**config.mk**
```make
export PLATFORM = sky130hd
export DESIGN_NAME = jalr_target_resolver_flat
export DESIGN_NICKNAME = d
export VERILOG_FILES = /design/src/rtl/jalr_target_resolver_if.sv /design/src/rtl/jalr_target_resolver.sv /design/src/flat_wrapper.sv
export SDC_FILE = /design/constraint.sdc
export NUM_CORES = 1
export LEC_CHECK = 0
export CORE_MARGIN = 4
export CORE_UTILIZATION = 55
export CTS_CLUSTER_SIZE = 40
export DETAILED_ROUTE_END_ITERATION = 8
export PLACE_DENSITY = 0.87
export SLEW_MARGIN = 20
export SYNTH_ARGS = -nofsm -noshare
export SYNTH_HDL_FRONTEND = slang
export SYNTH_SLANG_ARGS = --single-unit
export TNS_END_PERCENT = 20
```
**constraint.sdc**
```tcl
create_clock -name clk -period 11.25 [get_ports clk]
set_clock_uncertainty 0.1 [all_clocks]
set_input_delay 2.25 -clock clk [delete_from_list [all_inputs] [get_ports clk]]
set_output_delay 2.25 -clock clk [all_outputs]
set_load 0.1 [all_outputs]
```
**src/rtl/jalr_target_resolver_if.sv**
```systemverilog
// Fetch-side bus of the JALR target resolver: request handshake in, resolved target handshake out.
// Every field is a flat per-channel vector, so channel c's rs1 is at [5c+:5].
interface jalr_target_resolver_if #(
   parameter int N_CH = 4,
   parameter int XLEN = 32
);
   logic [N_CH-1:0]      req_valid;
   logic [5*N_CH-1:0]    req_rs1;
   logic [XLEN*N_CH-1:0] req_imm;
   logic [N_CH-1:0]      req_ready;
   logic [N_CH-1:0]      tgt_valid;
   logic [XLEN*N_CH-1:0] tgt_addr;
   logic [N_CH-1:0]      tgt_ack;
   logic [N_CH-1:0]      hang;

   modport master (
      output req_valid, req_rs1, req_imm, tgt_ack,
      input  req_ready, tgt_valid, tgt_addr, hang
   );

   modport slave (
      input  req_valid, req_rs1, req_imm, tgt_ack,
      output req_ready, tgt_valid, tgt_addr, hang
   );
endinterface

```
**src/rtl/jalr_target_resolver.sv**
```systemverilog
// Per-channel JALR target resolver: holds each request while rs1 has an in-flight producer,
// forwards rs1 from MEM when possible and registers (rs1+imm)&~1 behind a valid/ack handshake.
module jalr_target_resolver #(
   parameter int N_CH      = 4,
   parameter int N_IND     = 2,
   parameter int XLEN      = 32,
   parameter int STALL_MAX = 255
) (
   input  logic                 clk,
   input  logic                 rst_n,
   input  logic                 flush,
   jalr_target_resolver_if.slave fetch,
   output logic [5*N_CH-1:0]    rf_raddr,
   input  logic [XLEN*N_CH-1:0] rf_rdata,
   input  logic [5*N_IND-1:0]   ind_rd,
   input  logic [N_IND-1:0]     ind_wen,
   input  logic [4:0]           exe_rd,
   input  logic                 exe_wen,
   input  logic [4:0]           mem_rd,
   input  logic                 mem_wen,
   input  logic                 mem_load,
   input  logic [XLEN-1:0]      mem_data
);

   localparam int CW    = $clog2(STALL_MAX + 1);
   localparam int GROUP = N_CH / N_IND;

   typedef enum logic [1:0] {IDLE, WAIT, DONE} state_t;

   state_t               state [N_CH];
   logic [4:0]           rs1_q [N_CH];
   logic [XLEN-1:0]      imm_q [N_CH];
   logic [CW-1:0]        cnt_q [N_CH];
   logic [N_CH-1:0]      valid_q;
   logic [N_CH-1:0]      hang_q;
   logic [XLEN*N_CH-1:0] addr_q;
   logic [N_CH-1:0]      blocked;
   logic [N_CH-1:0]      ready;
   logic [XLEN*N_CH-1:0] tgt_next;

   for (genvar c = 0; c < N_CH; c++) begin : g_ch
      localparam int SLOT = c / GROUP;
      logic            nz;
      logic            ind_hit;
      logic            exe_hit;
      logic            mem_hit;
      logic [XLEN-1:0] operand;
      logic [XLEN-1:0] sum;

      // x0 never has a producer, so every hazard term is masked and the operand is zero
      assign nz      = rs1_q[c] != 5'd0;
      assign ind_hit = nz && ind_wen[SLOT] && (ind_rd[5*SLOT +: 5] == rs1_q[c]);
      assign exe_hit = nz && exe_wen && (exe_rd == rs1_q[c]);
      assign mem_hit = nz && mem_wen && (mem_rd == rs1_q[c]);

      assign blocked[c] = ind_hit || exe_hit || (mem_hit && mem_load);
      assign operand    = !nz ? '0 : (mem_hit ? mem_data : rf_rdata[XLEN*c +: XLEN]);
      assign sum        = operand + imm_q[c];

      assign tgt_next[XLEN*c +: XLEN] = sum & {{(XLEN-1){1'b1}}, 1'b0};
      assign rf_raddr[5*c +: 5]       = rs1_q[c];
      assign ready[c]                 = state[c] == IDLE;
   end

   assign fetch.req_ready = ready;
   assign fetch.tgt_valid = valid_q;
   assign fetch.tgt_addr  = addr_q;
   assign fetch.hang      = hang_q;

   // Reset beats flush, flush beats every per-channel transition
   always_ff @(posedge clk) begin
      if (!rst_n) begin
         for (int c = 0; c < N_CH; c++) begin
            state[c] <= IDLE;
            rs1_q[c] <= '0;
            imm_q[c] <= '0;
            cnt_q[c] <= '0;
         end
         valid_q <= '0;
         hang_q  <= '0;
         addr_q  <= '0;
      end else if (flush) begin
         for (int c = 0; c < N_CH; c++) begin
            state[c] <= IDLE;
            cnt_q[c] <= '0;
         end
         valid_q <= '0;
         hang_q  <= '0;
      end else begin
         for (int c = 0; c < N_CH; c++) begin
            case (state[c])
               IDLE: begin
                  if (fetch.req_valid[c]) begin
                     rs1_q[c] <= fetch.req_rs1[5*c +: 5];
                     imm_q[c] <= fetch.req_imm[XLEN*c +: XLEN];
                     cnt_q[c] <= '0;
                     state[c] <= WAIT;
                  end
               end
               WAIT: begin
                  if (blocked[c]) begin
                     if (cnt_q[c] != CW'(STALL_MAX))
                        cnt_q[c] <= cnt_q[c] + CW'(1);
                     hang_q[c] <= cnt_q[c] >= CW'(STALL_MAX - 1);
                  end else begin
                     addr_q[XLEN*c +: XLEN] <= tgt_next[XLEN*c +: XLEN];
                     valid_q[c]             <= 1'b1;
                     hang_q[c]              <= 1'b0;
                     state[c]               <= DONE;
                  end
               end
               DONE: begin
                  if (fetch.tgt_ack[c]) begin
                     valid_q[c] <= 1'b0;
                     state[c]   <= IDLE;
                  end
               end
               default: state[c] <= IDLE;
            endcase
         end
      end
   end

endmodule

```
**src/flat_wrapper.sv**
```systemverilog
// flat-port wrapper written by rule: the top's interface ports become plain ports
module jalr_target_resolver_flat 
#(
   parameter int N_CH      = 4,
   parameter int N_IND     = 2,
   parameter int XLEN      = 32,
   parameter int STALL_MAX = 255
)
  (clk, rst_n, flush, rf_raddr, rf_rdata, ind_rd, ind_wen, exe_rd, exe_wen, mem_rd, mem_wen, mem_load, mem_data, fetch_req_valid, fetch_req_rs1, fetch_req_imm, fetch_tgt_ack, fetch_req_ready, fetch_tgt_valid, fetch_tgt_addr, fetch_hang);
  jalr_target_resolver_if #(.N_CH(N_CH), .XLEN(XLEN)) fetch_i ();
  input  logic clk;
  input  logic rst_n;
  input  logic flush;
  output logic [5*N_CH-1:0] rf_raddr;
  input  logic [XLEN*N_CH-1:0] rf_rdata;
  input  logic [5*N_IND-1:0] ind_rd;
  input  logic [N_IND-1:0] ind_wen;
  input  logic [4:0] exe_rd;
  input  logic exe_wen;
  input  logic [4:0] mem_rd;
  input  logic mem_wen;
  input  logic mem_load;
  input  logic [XLEN-1:0] mem_data;
  input wire logic [$bits(fetch_i.req_valid)-1:0] fetch_req_valid;
  input wire logic [$bits(fetch_i.req_rs1)-1:0] fetch_req_rs1;
  input wire logic [$bits(fetch_i.req_imm)-1:0] fetch_req_imm;
  input wire logic [$bits(fetch_i.tgt_ack)-1:0] fetch_tgt_ack;
  output wire logic [$bits(fetch_i.req_ready)-1:0] fetch_req_ready;
  output wire logic [$bits(fetch_i.tgt_valid)-1:0] fetch_tgt_valid;
  output wire logic [$bits(fetch_i.tgt_addr)-1:0] fetch_tgt_addr;
  output wire logic [$bits(fetch_i.hang)-1:0] fetch_hang;
  assign fetch_i.req_valid = fetch_req_valid;
  assign fetch_i.req_rs1 = fetch_req_rs1;
  assign fetch_i.req_imm = fetch_req_imm;
  assign fetch_i.tgt_ack = fetch_tgt_ack;
  assign fetch_req_ready = fetch_i.req_ready;
  assign fetch_tgt_valid = fetch_i.tgt_valid;
  assign fetch_tgt_addr = fetch_i.tgt_addr;
  assign fetch_hang = fetch_i.hang;
  jalr_target_resolver #(.N_CH(N_CH), .N_IND(N_IND), .XLEN(XLEN), .STALL_MAX(STALL_MAX)) u_core (.clk(clk), .rst_n(rst_n), .flush(flush), .fetch(fetch_i), .rf_raddr(rf_raddr), .rf_rdata(rf_rdata), .ind_rd(ind_rd), .ind_wen(ind_wen), .exe_rd(exe_rd), .exe_wen(exe_wen), .mem_rd(mem_rd), .mem_wen(mem_wen), .mem_load(mem_load), .mem_data(mem_data));
endmodule
```
After elaboration in Yosys (flattened, before gate mapping) --
Memory sizes are Yosys's and may differ from the RTL's. Index checks and enable logic that the tools add are counted.
Cells by class: add/subtract/negate cells 8, order comparisons 4, equal/unequal tests 32, multiplexer cells 168, bitwise gates (word level) 46, reductions and logical operators 61
Operator list (number):
- $mux W32 | 12
- $add A32 B32 Y32 | 4
- $mux W1 | 116
- $mux W8 | 12
- $eq A5 B5 Y1 | 12
- $mux W2 | 20
- $or A1 B1 Y1 | 40
- $add A8 B1 Y8 const B | 4
- $ge A8 B8 Y1 const B | 4
- $ne A8 B8 Y1 const B | 4
- $logic_and A1 B1 Y1 | 28
- $reduce_and A3 Y1 | 8
- $mux W5 | 4
- $reduce_bool A5 Y1 | 4
- $ne A2 B2 Y1 const B | 8
- $reduce_or A3 Y1 | 4
- $eq A2 B1 Y1 const B | 4
- $eq A2 B2 Y1 const B | 4
- $logic_not A2 Y1 | 4
- $logic_or A1 B1 Y1 | 8
- $pmux W1 S2 | 4
- $reduce_bool A2 Y1 | 4
- $not A1 Y1 | 6
- $reduce_or A2 Y1 | 1
Storage, ports and cells: register bits after elaboration 132, memory bits (writable) 188, input port bits 344, output and inout port bits 160, logic and storage cells 335, memories kept 4
Memory list:
- u_core.imm_q | words 4, bits a word 32, rd ports 4, clocked after Yosys merged registers in 0, wr ports 4, line jalr_target_resolver.sv:32 | logic [XLEN-1:0] imm_q [N_CH];
- u_core.cnt_q | words 4, bits a word 8, rd ports 4, clocked after Yosys merged registers in 0, wr ports 4, line jalr_target_resolver.sv:33 | logic [CW-1:0] cnt_q [N_CH];
- u_core.rs1_q | words 4, bits a word 5, rd ports 4, clocked after Yosys merged registers in 0, wr ports 4, line jalr_target_resolver.sv:31 | logic [4:0] rs1_q [N_CH];
- u_core.state | words 4, bits a word 2, rd ports 4, clocked after Yosys merged registers in 0, wr ports 4, line jalr_target_resolver.sv:30 | state_t state [N_CH];

Depth between registers and ports, before layout --
An unclocked memory read counts as a cell.
depth after elaboration 14, depth in mapped cells 20, mapped depth without buffers 16

Worst setup path before layout --
No wires, ideal clock.
kind input to register, start input port mem_rd[2], end register u_core.addr_q[126], in the netlist u_core.fetch.tgt_addr[126], setup time 0.133 ns, arrival 6.141 ns, data required time 11.017 ns, path slack 4.877 ns, stages 18, buffers on the path 2, cell sequence xor2_1 -> nor4_1 -> and2_1 -> clkbuf_1 -> clkbuf_1 -> mux2i_1 -> nor2_1 -> fa_1 -> a21oi_1 -> o21ai_0 -> o22ai_1 -> o21ai_0 -> o21ai_0 -> a21oi_1 -> a311oi_1 -> o311ai_0 -> xnor2_1 -> a21oi_1
Between the ends: word-level cells in the longest chain between the ends 6, elaborated cells on any way between the ends 9, classes of those cells add/sub (1); eq/ne (1); mux (2); bitwise (1); reduce/logical (4)
Ends and longest elaborated chain:
- start: declaration | line flat_wrapper.sv:20 | input logic [4:0] mem_rd;
- $eq A5 B5 Y1 * | line jalr_target_resolver.sv:54 | assign mem_hit = nz && mem_wen && (mem_rd == rs1_q[c]);
- $logic_and A1 B1 Y1 * | line jalr_target_resolver.sv:54
- parallel branches: the longest is 4 deep, another holds $add A32 B32 Y32
- end signal: indexed assignment | line jalr_target_resolver.sv:106 | addr_q[XLEN*c +: XLEN] <= tgt_next[XLEN*c +: XLEN];
- end: declaration | line jalr_target_resolver.sv:36 | logic [XLEN*N_CH-1:0] addr_q;
Mark *: on every way between the ends. A chain may end at the register's enable or synchronous reset.

Final worst setup path --
Same ends and word-level chain as after synthesis.

==> summary.txt <==
CTS
  • TritonCTS Buffers: 36
  • Post-CTS setup repair buffer count: 0
  • Hold-fix buffers, CTS: 0
  • H-tree depth: 2
  • Clock transition at path regs: 60 ps
  • CTS root buf: clkbuf_16
  • PostCTS Resize Cnt: 0
  • CTS Sinks: 320
  • CTS Buffer Depth: 3
  • Clk_lat worst skew: 570 ps
  • TritonCTS clock tree: yes

Timing
  • Worst-margin pin slew: 1132 ps
  • Min Hold Slack: 350.2 ps
  • Finish-stage setup viols: 0
  • Slew headroom: 0.2455
  • Final TNS setup: 0 ps
  • Crit path time final: 7462 ps
  • Part of the cycle the worst path needs: 0.6633
  • RSZ-0062 raised after global routing: false
  • Pins Over Slew Limit: 0
  • Max Freq: 134.0 MHz
  • Final hold violations: 0

Pwr
  • Logic pwr share: 0.306
  • Clk network pwr share: 0.337
  • Maximum vdd drop: 0.1012 mV
  • Sw Share: 0.3383
  • Pwr dens: 137.9 nW/µm²
  • Sw power: 1.293 mW
  • Internal power: 2.529 mW
  • Pleak: 11.15 nW
  • Flop pwr share: 0.357

Global routing
  • Vias in the first global route: 19,820
  • Grt ovf: 0
  • GRT Total Usage: 0.3773
  • Largest net degree at the start of global routing: 62
  • First-pass GRT wire length: 119,300 µm
  • Initial antenna violation count: 13

Logic synthesis
  • Sequential share of the synthesized area: 0.3925
  • Avg Synthesized Cell Area: 9.239 µm²
  • Share of the synthesized area in the top cell type: 0.2551
  • Synth Cell Area: 20,830 µm²
  • Gate count after technology mapping: 2,255
  • Synth cell types: 81
  • Ys flop type: edfxtp_1
  • Warnings from Yosys: 0
  • Async SR Flop Fraction: 0
  • Post-synth EDFFs: 177
  • Synth area leaders: edfxtp_1, dfxtp_1, ha_1
  • Flops & latches, synth: 320
  • Synth area leader: edfxtp_1

Setup path
  • Crit path cell chain: clkdlybuf4s50_1 -> xor2_1 -> nor4_1 -> and2_2 -> buf_4 -> mux2i_1 -> nor2_1 -> fa_1 -> a21oi_1 -> o21ai_0 -> o22ai_1 -> o21ai_0 -> o21ai_0 -> a21oi_1 -> a311oi_1 -> o311ai_0 -> xnor2_1 -> a21oi_1
  • Slowest-stage cell, CP: nor4_1
  • FF-to-FF Start: u_core.rs1_q[3][2]
  • Crit path largest cell delay: 680 ps
  • Critical path class: input pin to register
  • Worst Setup SP: mem_rd[2]
  • Worst EP arrival: 7790 ps
  • Crit. End Element: register
  • Required time worst endpoint: 11,580 ps
  • Crit Path Max Fanout: 32
  • Startpoint Class: input pin

Final layout
  • Fin nets: 3,200
  • Most common cell after layout, fill and taps aside: clkdlybuf4s50_1
  • Multi-input logic area: 12,240 µm²
  • Area Overhead vs Synth: 33.04%
  • Most frequent cells in the layout: clkdlybuf4s50_1, nor2_1, a21oi_1, edfxtp_1, and2_1
  • Filler cells: 2,762
  • Register area: 8178 µm²
  • Share of layout cells above drive strength 1: 0.04869

Hold path
  • HP Start: u_core.fetch.tgt_addr[37]
  • Path type of the worst min-delay path: register to register

Floorplan
  • Die Outline Area: 41,060 µm²
  • Chip width: 202.6 µm
  • I/O pin total: 504
  • Die Y-Extent: 202.6 µm
  • Row count: 71
  • Core Region: 37,490 µm²
  • Initial Util: 0.5558

Drt
  • DRC Markers: 0
  • Via count: 20,080
  • Routed WL: 80,690 µm
  • ANT nets after route: 0
  • Initial DRC count: 1,830
  • Routed wire length per instance: 24.65 µm
  • Vias/cell: 6.134
  • First-pass detailed-route iteration total: 6

Place
  • Port bufs: 499
  • DP HPWL: 61,330 µm
  • GPL Wtd Cong: 1.004

Job
  • Max-cap viol count: 0

Run status
  • Status: finished clean
critical path, delay by kind of cell:
family          cells  cell delay, ps
compound gates      9            2350
xor+xnor            2             400
simple gates        3            1040
mux                 1             250
fa+ha+maj           1             480
buf+inv             2            1010
cell families (layout without fill, tap and decap cells):
logic type               Yosys count  after routing  share of synthesized area
multiplexers                     139            139                    0.06678
XOR/XNOR                         179            179                    0.07525
AND/OR/NAND/NOR                  787            787                     0.1887
flip-flops                       320            320                     0.3925
other                              1             14                  0.0001800
buffers and inverters            136            630                    0.02534
adder cells (fa/ha/maj)          132            132                    0.08071
AO/OA/AOI/OAI                    561            561                     0.1705
power groups by stage:
stage	sequential [mW]	clock, mW	combinational [mW]
2_1_floorplan	1.57	0	0.564
5_1_grt	1.37	1.34	1.24
3_3_place_gp	1.38	0	1.13
3_5_place_dp	1.39	0	1.14
4_1_cts	1.36	1.30	1.15
6_report	1.36	1.29	1.17
sequential cells by signal (all words and copies together) (netlist names):
name	flops
u_core.cnt_q	32
u_core.fetch.hang	4
u_core.fetch.tgt_addr	124
u_core.fetch.tgt_valid	4
u_core.imm_q	128
u_core.rs1_q	20
u_core.state	8
synth_stat cells (7+ instances only):
cell type and count:
nor2_1 258, a21oi_1 231, edfxtp_1 177, and2_1 165, dfxtp_1 143, mux2i_1 139
ha_1 128, nand2_1 125, xnor2_1 93, xor2_1 86, clkbuf_1 84, o21ai_0 76
a21o_1 64, nand3_1 54, inv_1 37, nor3_1 29, a211oi_1 28, a31oi_1 23
o21bai_1 23, nand2b_1 22, o21a_1 22, and3_1 21, nor4_1 20, or3_1 20
nor2b_1 19, nand4_1 15, o211ai_1 12, buf_1 9, o31ai_1 9, nor3b_1 8
a21boi_0 7, or2_2 7
worst paths after layout:
| kind | endpoint | slack [ps] | cells after the start |
|---|---|---|---|
| worst max-delay path | u_core.fetch.tgt_addr[126] | 3790 | 18 |
| worst min register to register | u_core.fetch.tgt_addr[37] | 350 | 2 |
| worst min-delay path | u_core.fetch.tgt_addr[37] | 350 | 2 |
| worst max register to register | u_core.fetch.tgt_addr[126] | 5360 | 17 |
area by class of cell:
| cell class | count | share of cell area |
|---|---|---|
| antenna | 10 | 0.0009028 |
| sequential | 320 | 0.2950 |
| multi-input combinational | 1802 | 0.4416 |
| timing repair buffer | 527 | 0.1877 |
| inverter | 37 | 0.005010 |
| clock buffer | 54 | 0.04053 |
| tap | 511 | 0.02307 |
| clock inverter | 12 | 0.006184 |
metal layers:
layer	vias up	wire length, µm	global-route usage
met5	-	74	0
met3	271	7872	0.09328
met4	10	5092	0.2209
met1	9519	30330	0.4583
met2	1166	37310	0.6120
li1	9112	-	-
metrics by stage:
step	utilization	total power, mW	setup slack [ps]	cell area (µm²)	cells
finish	0.7394	3.823	3788	27720	3273
global placement	0.7042	2.512	3651	26400	3197
global route	0.7392	3.948	3439	27710	3270
floorplan	-	2.136	4877	20850	2258
CTS	0.7387	3.816	3961	27690	3263
detailed placement	0.7042	2.527	3504	26400	3197
(Power assumes the default switching activity.)
